### src/rtl/fp_mult_pipelined_pkg.sv
`default_nettype none
// ============================================================================
// Package    : gpu_fp_pkg
// Description: Shared floating-point definitions for the GPU datapath:
//              operand/result class codes, exception flag bit positions and
//              width-generic packers for the canonical qNaN and infinity.
// Revision   : 1.0  initial release
// ============================================================================
package gpu_fp_pkg;

    typedef enum logic [1:0] {
        FP_CLASS_ZERO = 2'd0,   // zero or subnormal (flushed)
        FP_CLASS_NORM = 2'd1,
        FP_CLASS_INF  = 2'd2,
        FP_CLASS_NAN  = 2'd3
    } fp_class_e;

    localparam int FLAG_INVALID   = 3;
    localparam int FLAG_OVERFLOW  = 2;
    localparam int FLAG_UNDERFLOW = 1;
    localparam int FLAG_INEXACT   = 0;

    // Results are 64 bits wide; callers truncate to 1+exp_w+man_w bits.
    function automatic logic [63:0] fp_pack_inf(input logic sign, input int exp_w, input int man_w);
        logic [63:0] r;
        r = ((64'd1 << exp_w) - 64'd1) << man_w;
        r = r | ({63'd0, sign} << (exp_w + man_w));
        return r;
    endfunction

    function automatic logic [63:0] fp_pack_qnan(input int exp_w, input int man_w);
        return fp_pack_inf(1'b0, exp_w, man_w) | (64'd1 << (man_w - 1));
    endfunction

endpackage
`default_nettype wire

### src/rtl/fp_mult_pipelined_if.sv
`default_nettype none
// ============================================================================
// Interface  : fp_mult_pipelined_if
// Description: Operand/result handshake bundle of the pipelined FP multiplier.
//              slave  : the multiplier (accepts operands, produces results)
//              master : the client (drives operands, consumes results)
//   i_Valid/o_Ready/i_Factor1/i_Factor2/i_Tag : operand side
//   o_Valid/i_Ready/o_Product/o_Tag/o_Flags   : result side
// Revision   : 1.0  initial release
// ============================================================================
interface fp_mult_pipelined_if #(
    parameter int EXP_W = 5,
    parameter int MAN_W = 10,
    parameter int TAG_W = 4
);
    localparam int W = 1 + EXP_W + MAN_W;

    logic             i_Valid;
    logic             o_Ready;
    logic [W-1:0]     i_Factor1;
    logic [W-1:0]     i_Factor2;
    logic [TAG_W-1:0] i_Tag;
    logic             o_Valid;
    logic             i_Ready;
    logic [W-1:0]     o_Product;
    logic [TAG_W-1:0] o_Tag;
    logic [3:0]       o_Flags;

    modport slave (
        input  i_Valid, i_Factor1, i_Factor2, i_Tag, i_Ready,
        output o_Ready, o_Valid, o_Product, o_Tag, o_Flags
    );

    modport master (
        output i_Valid, i_Factor1, i_Factor2, i_Tag, i_Ready,
        input  o_Ready, o_Valid, o_Product, o_Tag, o_Flags
    );
endinterface
`default_nettype wire

### src/rtl/fp_mult_pipelined_round_rne.sv
`default_nettype none
// ============================================================================
// Module     : fp_round_rne
// Description: Combinational round-to-nearest-even on a normalised mantissa.
//   i_man/i_guard/i_round/i_sticky : truncated mantissa and the bits below it
//   i_exp                          : signed exponent of the value
//   o_man/o_exp                    : rounded mantissa, exponent bumped on carry
//   o_inexact                      : any discarded bit was set
// Revision   : 1.0  initial release
// ============================================================================
module fp_round_rne #(
    parameter int EXP_W = 5,
    parameter int MAN_W = 10
) (
    input  wire logic [MAN_W-1:0]        i_man,
    input  wire logic                    i_guard,
    input  wire logic                    i_round,
    input  wire logic                    i_sticky,
    input  wire logic signed [EXP_W+1:0] i_exp,
    output logic [MAN_W-1:0]             o_man,
    output logic signed [EXP_W+1:0]      o_exp,
    output logic                         o_inexact
);
    localparam int EW = EXP_W + 2;
    localparam logic signed [EW-1:0] C_ONE = EW'(1);

    logic           w_incr;
    logic [MAN_W:0] w_sum;

    always_comb begin
        // Round up above halfway, or exactly halfway when the lsb is odd.
        w_incr    = i_guard && (i_round || i_sticky || i_man[0]);
        w_sum     = {1'b0, i_man} + {{MAN_W{1'b0}}, w_incr};
        // A carry out leaves the stored mantissa at zero (1.11..1 -> 10.00..0).
        o_man     = w_sum[MAN_W-1:0];
        o_exp     = w_sum[MAN_W] ? (i_exp + C_ONE) : i_exp;
        o_inexact = i_guard | i_round | i_sticky;
    end
endmodule
`default_nettype wire

### src/rtl/fp_mult_pipelined.sv
`default_nettype none
// ============================================================================
// Module     : fp_mult_pipelined
// Description: Three-stage pipelined floating-point multiplier, 1 op/clk,
//              round-to-nearest-even, flush-to-zero, IEEE-style flags.
//   i_Clk     : clock, rising edge
//   i_Reset_n : asynchronous active-low reset
//   bus       : operand/result handshake (slave side), see fp_mult_pipelined_if
//   S1 unpack/classify/multiply, S2 normalise, S3 round/range-check/pack.
// Revision   : 1.0  initial release
// ============================================================================
module fp_mult_pipelined
    import gpu_fp_pkg::*;
#(
    parameter int EXP_W = 5,
    parameter int MAN_W = 10,
    parameter int TAG_W = 4
) (
    input wire logic           i_Clk,
    input wire logic           i_Reset_n,
    fp_mult_pipelined_if.slave bus
);
    localparam int W  = 1 + EXP_W + MAN_W;
    localparam int EW = EXP_W + 2;
    localparam int PW = 2 * (MAN_W + 1);
    localparam logic signed [EW-1:0] C_BIAS    = EW'((1 << (EXP_W - 1)) - 1);
    localparam logic signed [EW-1:0] C_EXP_MAX = EW'((1 << EXP_W) - 1);
    localparam logic signed [EW-1:0] C_ONE     = EW'(1);
    localparam logic [W-1:0]         C_QNAN    = W'(fp_pack_qnan(EXP_W, MAN_W));
    localparam logic [W-1:0]         C_INF     = W'(fp_pack_inf(1'b0, EXP_W, MAN_W));

    function automatic fp_class_e classify(input logic [EXP_W-1:0] e, input logic [MAN_W-1:0] m);
        fp_class_e c;
        c = FP_CLASS_NORM;
        if (e == '0)
            c = FP_CLASS_ZERO;
        else if (&e)
            c = (m == '0) ? FP_CLASS_INF : FP_CLASS_NAN;
        return c;
    endfunction

    // Stage 1 registers
    logic                 valid1_d, valid1_q, sign1_d, sign1_q;
    logic signed [EW-1:0] exp1_d, exp1_q;
    logic [PW-1:0]        prod1_d, prod1_q;
    fp_class_e            res1_d, res1_q;
    logic [TAG_W-1:0]     tag1_d, tag1_q;
    // Stage 2 registers
    logic                 valid2_d, valid2_q, sign2_d, sign2_q;
    logic signed [EW-1:0] exp2_d, exp2_q;
    logic [MAN_W-1:0]     man2_d, man2_q;
    logic                 g2_d, g2_q, r2_d, r2_q, s2_d, s2_q;
    fp_class_e            res2_d, res2_q;
    logic [TAG_W-1:0]     tag2_d, tag2_q;
    // Output registers
    logic                 o_valid_d, o_valid_q;
    logic [W-1:0]         product_d, product_q;
    logic [TAG_W-1:0]     tag_d, tag_q;
    logic [3:0]           flags_d, flags_q;

    logic                 w_adv;
    fp_class_e            w_cls_a, w_cls_b;
    logic [MAN_W-1:0]     w_man_r;
    logic signed [EW-1:0] w_exp_r;
    logic                 w_inexact;

    // Single enable for every stage: the only backpressure point is the output.
    assign w_adv       = !o_valid_q || bus.i_Ready;
    assign bus.o_Ready = w_adv;
    assign bus.o_Valid = o_valid_q;
    assign bus.o_Product = product_q;
    assign bus.o_Tag   = tag_q;
    assign bus.o_Flags = flags_q;

    fp_round_rne #(.EXP_W(EXP_W), .MAN_W(MAN_W)) u_round (
        .i_man     (man2_q),
        .i_guard   (g2_q),
        .i_round   (r2_q),
        .i_sticky  (s2_q),
        .i_exp     (exp2_q),
        .o_man     (w_man_r),
        .o_exp     (w_exp_r),
        .o_inexact (w_inexact)
    );

    // S1: classify, resolve special result class, exponent sum, mantissa product.
    always_comb begin
        w_cls_a  = classify(bus.i_Factor1[W-2:MAN_W], bus.i_Factor1[MAN_W-1:0]);
        w_cls_b  = classify(bus.i_Factor2[W-2:MAN_W], bus.i_Factor2[MAN_W-1:0]);
        valid1_d = valid1_q;
        sign1_d  = sign1_q;
        exp1_d   = exp1_q;
        prod1_d  = prod1_q;
        res1_d   = res1_q;
        tag1_d   = tag1_q;
        if (w_adv) begin
            valid1_d = bus.i_Valid;
            tag1_d   = bus.i_Tag;
            sign1_d  = bus.i_Factor1[W-1] ^ bus.i_Factor2[W-1];
            exp1_d   = $signed({2'b00, bus.i_Factor1[W-2:MAN_W]})
                     + $signed({2'b00, bus.i_Factor2[W-2:MAN_W]}) - C_BIAS;
            prod1_d  = PW'({1'b1, bus.i_Factor1[MAN_W-1:0]}) * PW'({1'b1, bus.i_Factor2[MAN_W-1:0]});
            if (w_cls_a == FP_CLASS_NAN || w_cls_b == FP_CLASS_NAN ||
                (w_cls_a == FP_CLASS_INF && w_cls_b == FP_CLASS_ZERO) ||
                (w_cls_a == FP_CLASS_ZERO && w_cls_b == FP_CLASS_INF))
                res1_d = FP_CLASS_NAN;
            else if (w_cls_a == FP_CLASS_INF || w_cls_b == FP_CLASS_INF)
                res1_d = FP_CLASS_INF;
            else if (w_cls_a == FP_CLASS_ZERO || w_cls_b == FP_CLASS_ZERO)
                res1_d = FP_CLASS_ZERO;
            else
                res1_d = FP_CLASS_NORM;
        end
    end

    // S2: product of two [1,2) values lies in [1,4); renormalise to [1,2).
    always_comb begin
        valid2_d = valid2_q;
        sign2_d  = sign2_q;
        exp2_d   = exp2_q;
        man2_d   = man2_q;
        g2_d     = g2_q;
        r2_d     = r2_q;
        s2_d     = s2_q;
        res2_d   = res2_q;
        tag2_d   = tag2_q;
        if (w_adv) begin
            valid2_d = valid1_q;
            sign2_d  = sign1_q;
            res2_d   = res1_q;
            tag2_d   = tag1_q;
            if (prod1_q[PW-1]) begin
                exp2_d = exp1_q + C_ONE;
                man2_d = prod1_q[PW-2 -: MAN_W];
                g2_d   = prod1_q[MAN_W];
                r2_d   = prod1_q[MAN_W-1];
                s2_d   = |prod1_q[MAN_W-2:0];
            end else begin
                exp2_d = exp1_q;
                man2_d = prod1_q[PW-3 -: MAN_W];
                g2_d   = prod1_q[MAN_W-1];
                r2_d   = prod1_q[MAN_W-2];
                s2_d   = |prod1_q[MAN_W-3:0];
            end
        end
    end

    // S3: apply special-case priority, then range-check the rounded exponent.
    always_comb begin
        o_valid_d = o_valid_q;
        product_d = product_q;
        tag_d     = tag_q;
        flags_d   = flags_q;
        if (w_adv) begin
            o_valid_d = valid2_q;
            tag_d     = tag2_q;
            flags_d   = '0;
            case (res2_q)
                FP_CLASS_NAN: begin
                    product_d              = C_QNAN;
                    flags_d[FLAG_INVALID]  = 1'b1;
                end
                FP_CLASS_INF:  product_d = C_INF | {sign2_q, {(W-1){1'b0}}};
                FP_CLASS_ZERO: product_d = {sign2_q, {(W-1){1'b0}}};
                default: begin
                    if (w_exp_r >= C_EXP_MAX) begin
                        product_d               = C_INF | {sign2_q, {(W-1){1'b0}}};
                        flags_d[FLAG_OVERFLOW]  = 1'b1;
                        flags_d[FLAG_INEXACT]   = 1'b1;
                    end else if (w_exp_r[EW-1] || w_exp_r == '0) begin
                        product_d               = {sign2_q, {(W-1){1'b0}}};
                        flags_d[FLAG_UNDERFLOW] = 1'b1;
                        flags_d[FLAG_INEXACT]   = 1'b1;
                    end else begin
                        product_d               = {sign2_q, w_exp_r[EXP_W-1:0], w_man_r};
                        flags_d[FLAG_INEXACT]   = w_inexact;
                    end
                end
            endcase
        end
    end

    always_ff @(posedge i_Clk or negedge i_Reset_n) begin
        if (!i_Reset_n) begin
            valid1_q  <= 1'b0;
            sign1_q   <= 1'b0;
            exp1_q    <= '0;
            prod1_q   <= '0;
            res1_q    <= FP_CLASS_ZERO;
            tag1_q    <= '0;
            valid2_q  <= 1'b0;
            sign2_q   <= 1'b0;
            exp2_q    <= '0;
            man2_q    <= '0;
            g2_q      <= 1'b0;
            r2_q      <= 1'b0;
            s2_q      <= 1'b0;
            res2_q    <= FP_CLASS_ZERO;
            tag2_q    <= '0;
            o_valid_q <= 1'b0;
            product_q <= '0;
            tag_q     <= '0;
            flags_q   <= '0;
        end else begin
            valid1_q  <= valid1_d;
            sign1_q   <= sign1_d;
            exp1_q    <= exp1_d;
            prod1_q   <= prod1_d;
            res1_q    <= res1_d;
            tag1_q    <= tag1_d;
            valid2_q  <= valid2_d;
            sign2_q   <= sign2_d;
            exp2_q    <= exp2_d;
            man2_q    <= man2_d;
            g2_q      <= g2_d;
            r2_q      <= r2_d;
            s2_q      <= s2_d;
            res2_q    <= res2_d;
            tag2_q    <= tag2_d;
            o_valid_q <= o_valid_d;
            product_q <= product_d;
            tag_q     <= tag_d;
            flags_q   <= flags_d;
        end
    end
endmodule
`default_nettype wire

### src/flat_wrapper.sv
// flat-port wrapper written by rule: the top's interface ports become plain ports
module fp_mult_pipelined_flat import gpu_fp_pkg::*;
#(
    parameter int EXP_W = 5,
    parameter int MAN_W = 10,
    parameter int TAG_W = 4
)
  (i_Clk, i_Reset_n, bus_i_Valid, bus_i_Factor1, bus_i_Factor2, bus_i_Tag, bus_i_Ready, bus_o_Ready, bus_o_Valid, bus_o_Product, bus_o_Tag, bus_o_Flags);
  fp_mult_pipelined_if #(.EXP_W(EXP_W), .MAN_W(MAN_W), .TAG_W(TAG_W)) bus_i ();
  input wire logic i_Clk;
  input wire logic i_Reset_n;
  input wire logic [$bits(bus_i.i_Valid)-1:0] bus_i_Valid;
  input wire logic [$bits(bus_i.i_Factor1)-1:0] bus_i_Factor1;
  input wire logic [$bits(bus_i.i_Factor2)-1:0] bus_i_Factor2;
  input wire logic [$bits(bus_i.i_Tag)-1:0] bus_i_Tag;
  input wire logic [$bits(bus_i.i_Ready)-1:0] bus_i_Ready;
  output wire logic [$bits(bus_i.o_Ready)-1:0] bus_o_Ready;
  output wire logic [$bits(bus_i.o_Valid)-1:0] bus_o_Valid;
  output wire logic [$bits(bus_i.o_Product)-1:0] bus_o_Product;
  output wire logic [$bits(bus_i.o_Tag)-1:0] bus_o_Tag;
  output wire logic [$bits(bus_i.o_Flags)-1:0] bus_o_Flags;
  assign bus_i.i_Valid = bus_i_Valid;
  assign bus_i.i_Factor1 = bus_i_Factor1;
  assign bus_i.i_Factor2 = bus_i_Factor2;
  assign bus_i.i_Tag = bus_i_Tag;
  assign bus_i.i_Ready = bus_i_Ready;
  assign bus_o_Ready = bus_i.o_Ready;
  assign bus_o_Valid = bus_i.o_Valid;
  assign bus_o_Product = bus_i.o_Product;
  assign bus_o_Tag = bus_i.o_Tag;
  assign bus_o_Flags = bus_i.o_Flags;
  fp_mult_pipelined #(.EXP_W(EXP_W), .MAN_W(MAN_W), .TAG_W(TAG_W)) u_core (.i_Clk(i_Clk), .i_Reset_n(i_Reset_n), .bus(bus_i));
endmodule
### config.mk
export PLATFORM = sky130hd
export DESIGN_NAME = fp_mult_pipelined_flat
export DESIGN_NICKNAME = d
export VERILOG_FILES = /design/src/rtl/fp_mult_pipelined_pkg.sv /design/src/rtl/fp_mult_pipelined_if.sv /design/src/rtl/fp_mult_pipelined_round_rne.sv /design/src/rtl/fp_mult_pipelined.sv /design/src/flat_wrapper.sv
export SDC_FILE = /design/constraint.sdc
export NUM_CORES = 1
export LEC_CHECK = 0
export CORE_MARGIN = 5
export CORE_UTILIZATION = 35
export DETAILED_ROUTE_END_ITERATION = 10
export GPL_TIMING_DRIVEN = 0
export PLACE_DENSITY = 0.63
export SLEW_MARGIN = 20
export SYNTH_ARGS = -nofsm -noshare
export SYNTH_HDL_FRONTEND = slang
export SYNTH_SLANG_ARGS = --single-unit
### constraint.sdc
create_clock -name i_Clk -period 6.3 [get_ports i_Clk]
set_input_delay 1.26 -clock i_Clk [delete_from_list [all_inputs] [get_ports i_Clk]]
set_output_delay 1.26 -clock i_Clk [all_outputs]
set_load 0.01 [all_outputs]
==> results of run 1 <==
[power groups by stage]
stage / Clock [mW] / Sequential [mW] / Combinational (mW)
5_1_grt: 0.630 / 1.07 / 3.22
3_3_place_gp: 0 / 1.04 / 2.71
6_report: 0.589 / 1.03 / 2.81
2_1_floorplan: 0 / 1.03 / 2.02
4_1_cts: 0.603 / 1.03 / 2.79
3_5_place_dp: 0 / 1.04 / 2.75
[flip-flops by register name, summed over array words and instances, names as in the netlist, 2 cells and up]
signal / flops
u_core.tag1_q: 4
u_core.bus.o_Tag: 4
u_core.res1_q: 2
u_core.tag2_q: 4
u_core.bus.o_Product: 16
u_core.prod1_q: 22
u_core.res2_q: 2
u_core.bus.o_Flags: 4
u_core.exp1_q: 7
u_core.exp2_q: 7
u_core.man2_q: 10
[tightest hold or removal path: cells and delay by family (launching register included)]
family,cells,cell delay [ps]
DFF,1,340
and+or+nand+nor,2,90
[worst paths after layout]
| path | to | slack, ps | depth (start not counted) |
|---|---|---|---|
| worst min-delay path | u_core.bus.o_Tag[0] | 470 | 2 |
| worst max register to register | u_core.bus.o_Product[2] | 3740 | 8 |
| min in group asynchronous | u_core.bus.o_Product[10] | 790 | 1 |
| worst max-delay path | u_core.prod1_q[21] | 210 | 18 |
| max in group asynchronous | u_core.tag2_q[2] | 4940 | 2 |
| worst min register to register | u_core.bus.o_Tag[0] | 470 | 2 |
[cells by family after synthesis]
group,share of synthesized area [%]
compound gates,9.50
xor+xnor,4.27
fa+ha+maj,29.4
buf+inv,7.42
flops,26.8
mux,2.28
simple gates,20.3
[area by class of cell]
class	count	area, µm²	share of cell area, %
inverters	118	443	4.51
clock buffers	9	225	2.30
flip-flops and latches	90	2250	23.0
clock inverters	7	101	1.03
multi-input cells	703	5560	56.7
repair buffers	61	639	6.52
well taps	319	399	4.07
plain buffers	40	186	1.90
[through the flow]
stage	std cells	hold slack (ps)	total power, mW	utilization [%]	TNS, ps
final	1347	467	4.43	41.7	0
after global routing	1347	487	4.93	41.7	0
after CTS	1347	470	4.43	41.5	0
after detailed placement	1336	455	3.79	40.1	-5220
after global placement	1335	448	3.75	39.9	-4650
after floorplan	956	430	3.05	-	0
[metal layers]
layer | GRT usage (%) | up-vias | share of wire (%)
li1 | - | 3240 | -
met1 | 21.2 | 3127 | 48
met2 | 25.6 | 103 | 47
met3 | 1.92 | 22 | 3.5
met4 | 3.71 | 0 | 1.7
met5 | 0 | - | 0
[timing repair]
item,CTS,global route
pin swaps,0,0
setup endpoints to repair,9,10
resized for setup,14,27
hold buffers,0,0
[cells in the mapped netlist, types with 2 or more instances]
master | n | share of area, %
a21boi_0 | 2 | 0.18
mux2i_1 | 18 | 2.1
nand4_1 | 10 | 0.74
xnor2_1 | 22 | 2.3
buf_2 | 2 | 0.12
o31ai_1 | 4 | 0.36
o21bai_1 | 3 | 0.27
nor3_1 | 9 | 0.54
and4_1 | 2 | 0.21
o21ai_2 | 9 | 0.94
o22ai_1 | 4 | 0.30
a21o_1 | 8 | 0.71
nand3_1 | 14 | 0.83
or4_1 | 4 | 0.36
dfrtp_1 | 90 | 27
nand2_1 | 202 | 9.0
or3_1 | 3 | 0.22
nor2_1 | 54 | 2.4
a2111o_1 | 2 | 0.27
and2_1 | 34 | 2.5
and3_1 | 9 | 0.67
clkbuf_1 | 35 | 1.6
ha_1 | 68 | 10
nor4_1 | 9 | 0.67
nand2b_1 | 2 | 0.15
buf_1 | 6 | 0.27
and3b_1 | 2 | 0.21
a21oi_1 | 31 | 1.8
a31oi_1 | 6 | 0.45
o2111ai_1 | 2 | 0.21
and4_2 | 2 | 0.24
xor2_1 | 19 | 2.0
fa_1 | 81 | 19
o21a_1 | 4 | 0.36
nor2b_1 | 3 | 0.22
inv_1 | 117 | 5.2
o21ai_0 | 38 | 2.3
a211oi_1 | 2 | 0.18
==> metrics.txt, run 1 <==
status=finished clean; CP max FO=10; sequential share of power=23.3%; Max Cap Viol=0; Clock Skews=8.24 ps; Detailed Place HPWL=16200 µm; CP arrival=6350 ps; placed cell area=9430 µm²; root buf cell=clkbuf_16; Async S/R FF share, synth=100%; cts bufs inserted=9; CTS tree=done; io pins=66; CP required=6560 ps; Syn Nets=1145; design area=9810 µm²; Hold Startpoint=u_core.bus.o_Tag[0]; Hold/Removal Path Class=register to register; share of layout cells above drive strength 1=5.93%; P_int=2.43 mW; clock network power share=13.3%; DRC viols=0; port bufs=60; core footprint=23500 µm²; Fillers=2429; R2R Path Start=u_core.g2_q; initial DRC count=281; largest net degree at the start of global routing=59; post-synthesis sequential area ratio=26.8%; Mapped Cells=956; synth unique cells=62; Sw Share=45.1%; RSZ-0062 raised after global routing=no; commonest non-fill, non-tap cells in the layout=202 x nand2_1, 115 x inv_1, 90 x dfrtp_1; initial core utilization=35.7%; WL per Instance=14.6 µm; fmax=164 MHz; Most used DFF post-synth=dfrtp_1; crit path cell chain=clkdlybuf4s50_1 -> buf_2 -> nand2_1 -> fa_1 -> inv_1 -> fa_1 -> fa_1 -> fa_1 -> inv_1 -> fa_1 -> inv_1 -> ha_1 -> and2_2 -> o211ai_1 -> a31oi_2 -> nor2_2 -> or3_1 -> o2111ai_1; slack of the critical path=213 ps; antenna violations before repair=0; Via density=4.82; crit path max-delay cell type=fa_1; Worst-path clk slew=70 ps; Avg Synthesized Cell Area=8.79 µm²; setup violators final=0; Psw=2.00 mW; 1st-pass router iterations=6; Hold Vio Cnt, Final=0; Final Slew Violations=0; die height=165 µm; Startpoint Class=primary input; Gate power share=63.4%; final critical-path share of the clock period=96.6%; Routed Antenna Nets=0; CP dominant cell by count=fa_1; CP Capture Type=register; worst-skew pair later-pin latency=350 ps; commonest non-fill, non-tap cell in the layout=nand2_1; Tightest Pin Transition=687 ps; Die Wd=165 µm; Synth-to-Final Area Change=16.8%; setup bufs post-CTS=0; routability cong.=0.818; routed wire length=19600 µm; clock buffer depth=2; htree depth=3; CP Class=primary input to register; flops & latches, synth=90; via count=6492; die area=27200 µm²; Buf+Inv Stages, Crit Path=5; Post-synth EDFFs=0; Pwr Density=451 nW/µm²; relative slew slack=54.2%; Tmin final=6090 ps; GRT Util Overall=15.3%; leakage=4.62 nW; # nets final=1212; Antenna diodes=0; first-pass GRT wire length=33500 µm; Rows=56; clk sinks=90; remaining global-route overflow=0; VDD IR max=0.000206 V; CP peak stage delay=550 ps; Synth Cell Area=8400 µm²; synth warn=0; Setup crit start=bus_i_Factor2[6]; number of global-route vias before repair=6667; delay-heaviest family, CP=adder cells; pre-CTS WS=-830 ps
No activity file was read; power rests on OpenSTA's default activity.
==> run 2: changes to the inputs <==
ABC_CLOCK_PERIOD_IN_PS = 6300   (was default)
CTS_BUF_LIST = sky130_fd_sc_hd__clkbuf_4 sky130_fd_sc_hd__clkbuf_8   (was default)
==> run 2 against run 1 <==
Against the previous run: core utilization is 0.47 points lower; first-iteration DRC count is 3.9% lower; clock skew is 4.4 ps higher; largest power group unchanged; largest cell class unchanged; critical endpoint unchanged; sequential power hardly changed; clock-buffer cell count stayed put; worst hold slack better by 4.6 ps.
==> metrics.txt, run 2 (synthesis results as in run 1) <==
status=finished clean (unchanged); commonest non-fill, non-tap cells in the layout=202 x nand2_1, 115 x inv_1, 90 x dfrtp_1 (unchanged); DP Cell Count=1336 (unchanged); R2R Path Start=u_core.g2_q (unchanged); clk sinks=90 (unchanged); routability cong.=0.818 (unchanged); largest net degree at the start of global routing=59 (unchanged); RSZ-0062 raised after global routing=no (unchanged); slack of the critical path=221 ps (was 213 ps); setup_tns=0 ps (unchanged); Hold Vio Cnt, Final=0 (unchanged); setup violators final=0 (unchanged); die height=165 µm (unchanged); initial core utilization=35.7% (unchanged); Hold Path Cell Cnt=2 (unchanged); die area=27200 µm² (unchanged); CP Capture Type=register (unchanged); placed cell area=9430 µm² (unchanged); design area=9700 µm² (was 9810 µm²); worst hold path endpoint=u_core.tag2_q[2] (was u_core.bus.o_Tag[0]); Final Slew Violations=0 (unchanged); clock buffer depth=2 (unchanged); Worst-path clk slew=90 ps (was 70 ps); Rows=56 (unchanged); CP Class=primary input to register (unchanged); leakage=4.59 nW (was 4.62 nW); cts bufs inserted=9 (unchanged); crit path max-delay cell type=fa_1 (unchanged); routed wire length=19500 µm (was 19600 µm); delay-heaviest family, CP=adder cells (unchanged); worst-case reg-to-reg path depth=8 (unchanged); Detailed Place HPWL=16200 µm (unchanged); first-pass GRT wire length=33400 µm (was 33500 µm); r2r setup slk=3730 ps (was 3740 ps); via count=6447 (was 6492); Hold/Removal Path Class=register to register (unchanged); DRC viols=0 (unchanged); setup bufs post-CTS=0 (unchanged); CP max FO=10 (unchanged); Hold WS=471 ps (was 467 ps); remaining global-route overflow=0 (unchanged); Antenna diodes=0 (unchanged); commonest non-fill, non-tap cell in the layout=nand2_1 (unchanged); max reg flops=22 (unchanged); Worst R2R End=u_core.bus.o_Product[2] (unchanged); Via density=4.79 (was 4.82); Clock Skews=12.7 ps (was 8.24 ps); Max Cap Viol=0 (unchanged); GRT Util Overall=15.3% (about the same); port bufs=60 (unchanged); Buf+Inv Stages, Crit Path=5 (unchanged); Tmin final=6080 ps (was 6090 ps); CTS tree=done (unchanged); WL per Instance=14.5 µm (was 14.6 µm); antenna violations before repair=0 (unchanged); relative slew slack=54.4% (was 54.2%); CP required=6590 ps (was 6560 ps); CP dominant cell by count=fa_1 (unchanged); post-route insts no fill=1346 (was 1347); Tightest Pin Transition=684 ps (was 687 ps); Die Wd=165 µm (unchanged); Pwr Density=440 nW/µm² (was 451 nW/µm²); pre-CTS WS=-830 ps (unchanged); io pins=66 (unchanged); # nets final=1211 (was 1212); worst-skew pair later-pin latency=370 ps (was 350 ps); CP arrival=6370 ps (was 6350 ps); Routed Antenna Nets=0 (unchanged); number of global-route vias before repair=6636 (was 6667); htree depth=3 (unchanged); fmax=164 MHz (about the same); VDD IR max=0.000202 V (was 0.000206 V); root buf cell=clkbuf_8 (was clkbuf_16); Synth-to-Final Area Change=15.4% (was 16.8%); core footprint=23500 µm² (unchanged); 1st-pass router iterations=4 (was 6); share of layout cells above drive strength 1=5.65% (was 5.93%); Hold Startpoint=u_core.tag2_q[2] (was u_core.bus.o_Tag[0]); cts hold-fix bufs=0 (unchanged); initial DRC count=270 (was 281); final critical-path share of the clock period=96.5% (was 96.6%); register with the most flip-flops=u_core.prod1_q (unchanged); Startpoint Class=primary input (unchanged); CP peak stage delay=550 ps (about the same); crit path cell chain=clkdlybuf4s50_1 -> clkbuf_2 -> nand2_1 -> fa_1 -> inv_1 -> fa_1 -> fa_1 -> fa_1 -> inv_1 -> fa_1 -> inv_1 -> ha_1 -> and2_2 -> o211ai_1 -> a31oi_2 -> nor2_1 -> or3_1 -> o2111ai_1 (was clkdlybuf4s50_1 -> buf_2 -> nand2_1 -> fa_1 -> inv_1 -> fa_1 -> fa_1 -> fa_1 -> inv_1 -> fa_1 -> inv_1 -> ha_1 -> and2_2 -> o211ai_1 -> a31oi_2 -> nor2_2 -> or3_1 -> o2111ai_1)
run 2: changes by cell type in the layout (fill, tap and decap cells not counted):
cell	previous run	this run
a21oi_1	30	31
a21oi_2	2	1
buf_4	2	0
buf_6	2	3
clkbuf_16	9	0
clkbuf_2	2	3
clkbuf_8	1	9
clkdlybuf4s50_1	52	51
dlygate4sd2_1	2	0
dlymetal6s2s_1	5	8
nor2_1	53	54
nor2_2	1	0
run 2: routing by layer:
metal  global-route usage [%]  part of all wire (%)  routed length, µm
met5                        0                     0                  0
met3                     1.62                   2.9                558
met2                     25.5                    46               9060
met1                     21.2                    49               9580
met4                     4.12                   1.8                343
run 2: metrics by stage:
step                util (%)  power (mW)
floorplan                  -        3.05
global placement        39.9        3.75
detailed placement      40.1        3.79
CTS                     41.0        4.28
global route            41.2        4.77
finish                  41.2        4.27
run 2: final cells by class:
type	count	area, µm²
fill	2443	13800
multi-input combinational	703	5560
sequential	90	2250
timing repair buffer	61	649
inverter	118	443
tap	319	399
buffer	39	174
clock buffer	9	124
clock inverter	7	101
run 2: what timing repair did:
item	in CTS	in global routing
gates cloned	0	0
endpoints found under the setup margin	8	10
resized for setup	10	24
run 2: where the power goes:
group          switching [mW]  internal, mW
registers               0.186         0.842
clock network           0.220         0.227
logic                    1.56          1.23
run 2: worst max-delay path by stage:
stage | start | end | slack, ps | depth (start not counted)
floorplan | bus_i_Factor1[5] | u_core.prod1_q[20] | 320 | 17
detailed placement | bus_i_Factor1[6] | u_core.prod1_q[20] | -830 | 18
global route | bus_i_Factor2[3] | u_core.prod1_q[21] | 10 | 18
CTS | bus_i_Factor1[2] | u_core.prod1_q[21] | 9 | 17
finish | bus_i_Factor2[3] | u_core.prod1_q[21] | 220 | 18
global placement | bus_i_Factor1[6] | u_core.prod1_q[20] | -760 | 18
run 2: tightest hold or removal path, stage by stage, from the launching register on:
cell	delay [ps]
dfrtp_1	350
nand2_1	50
nand2_1	50
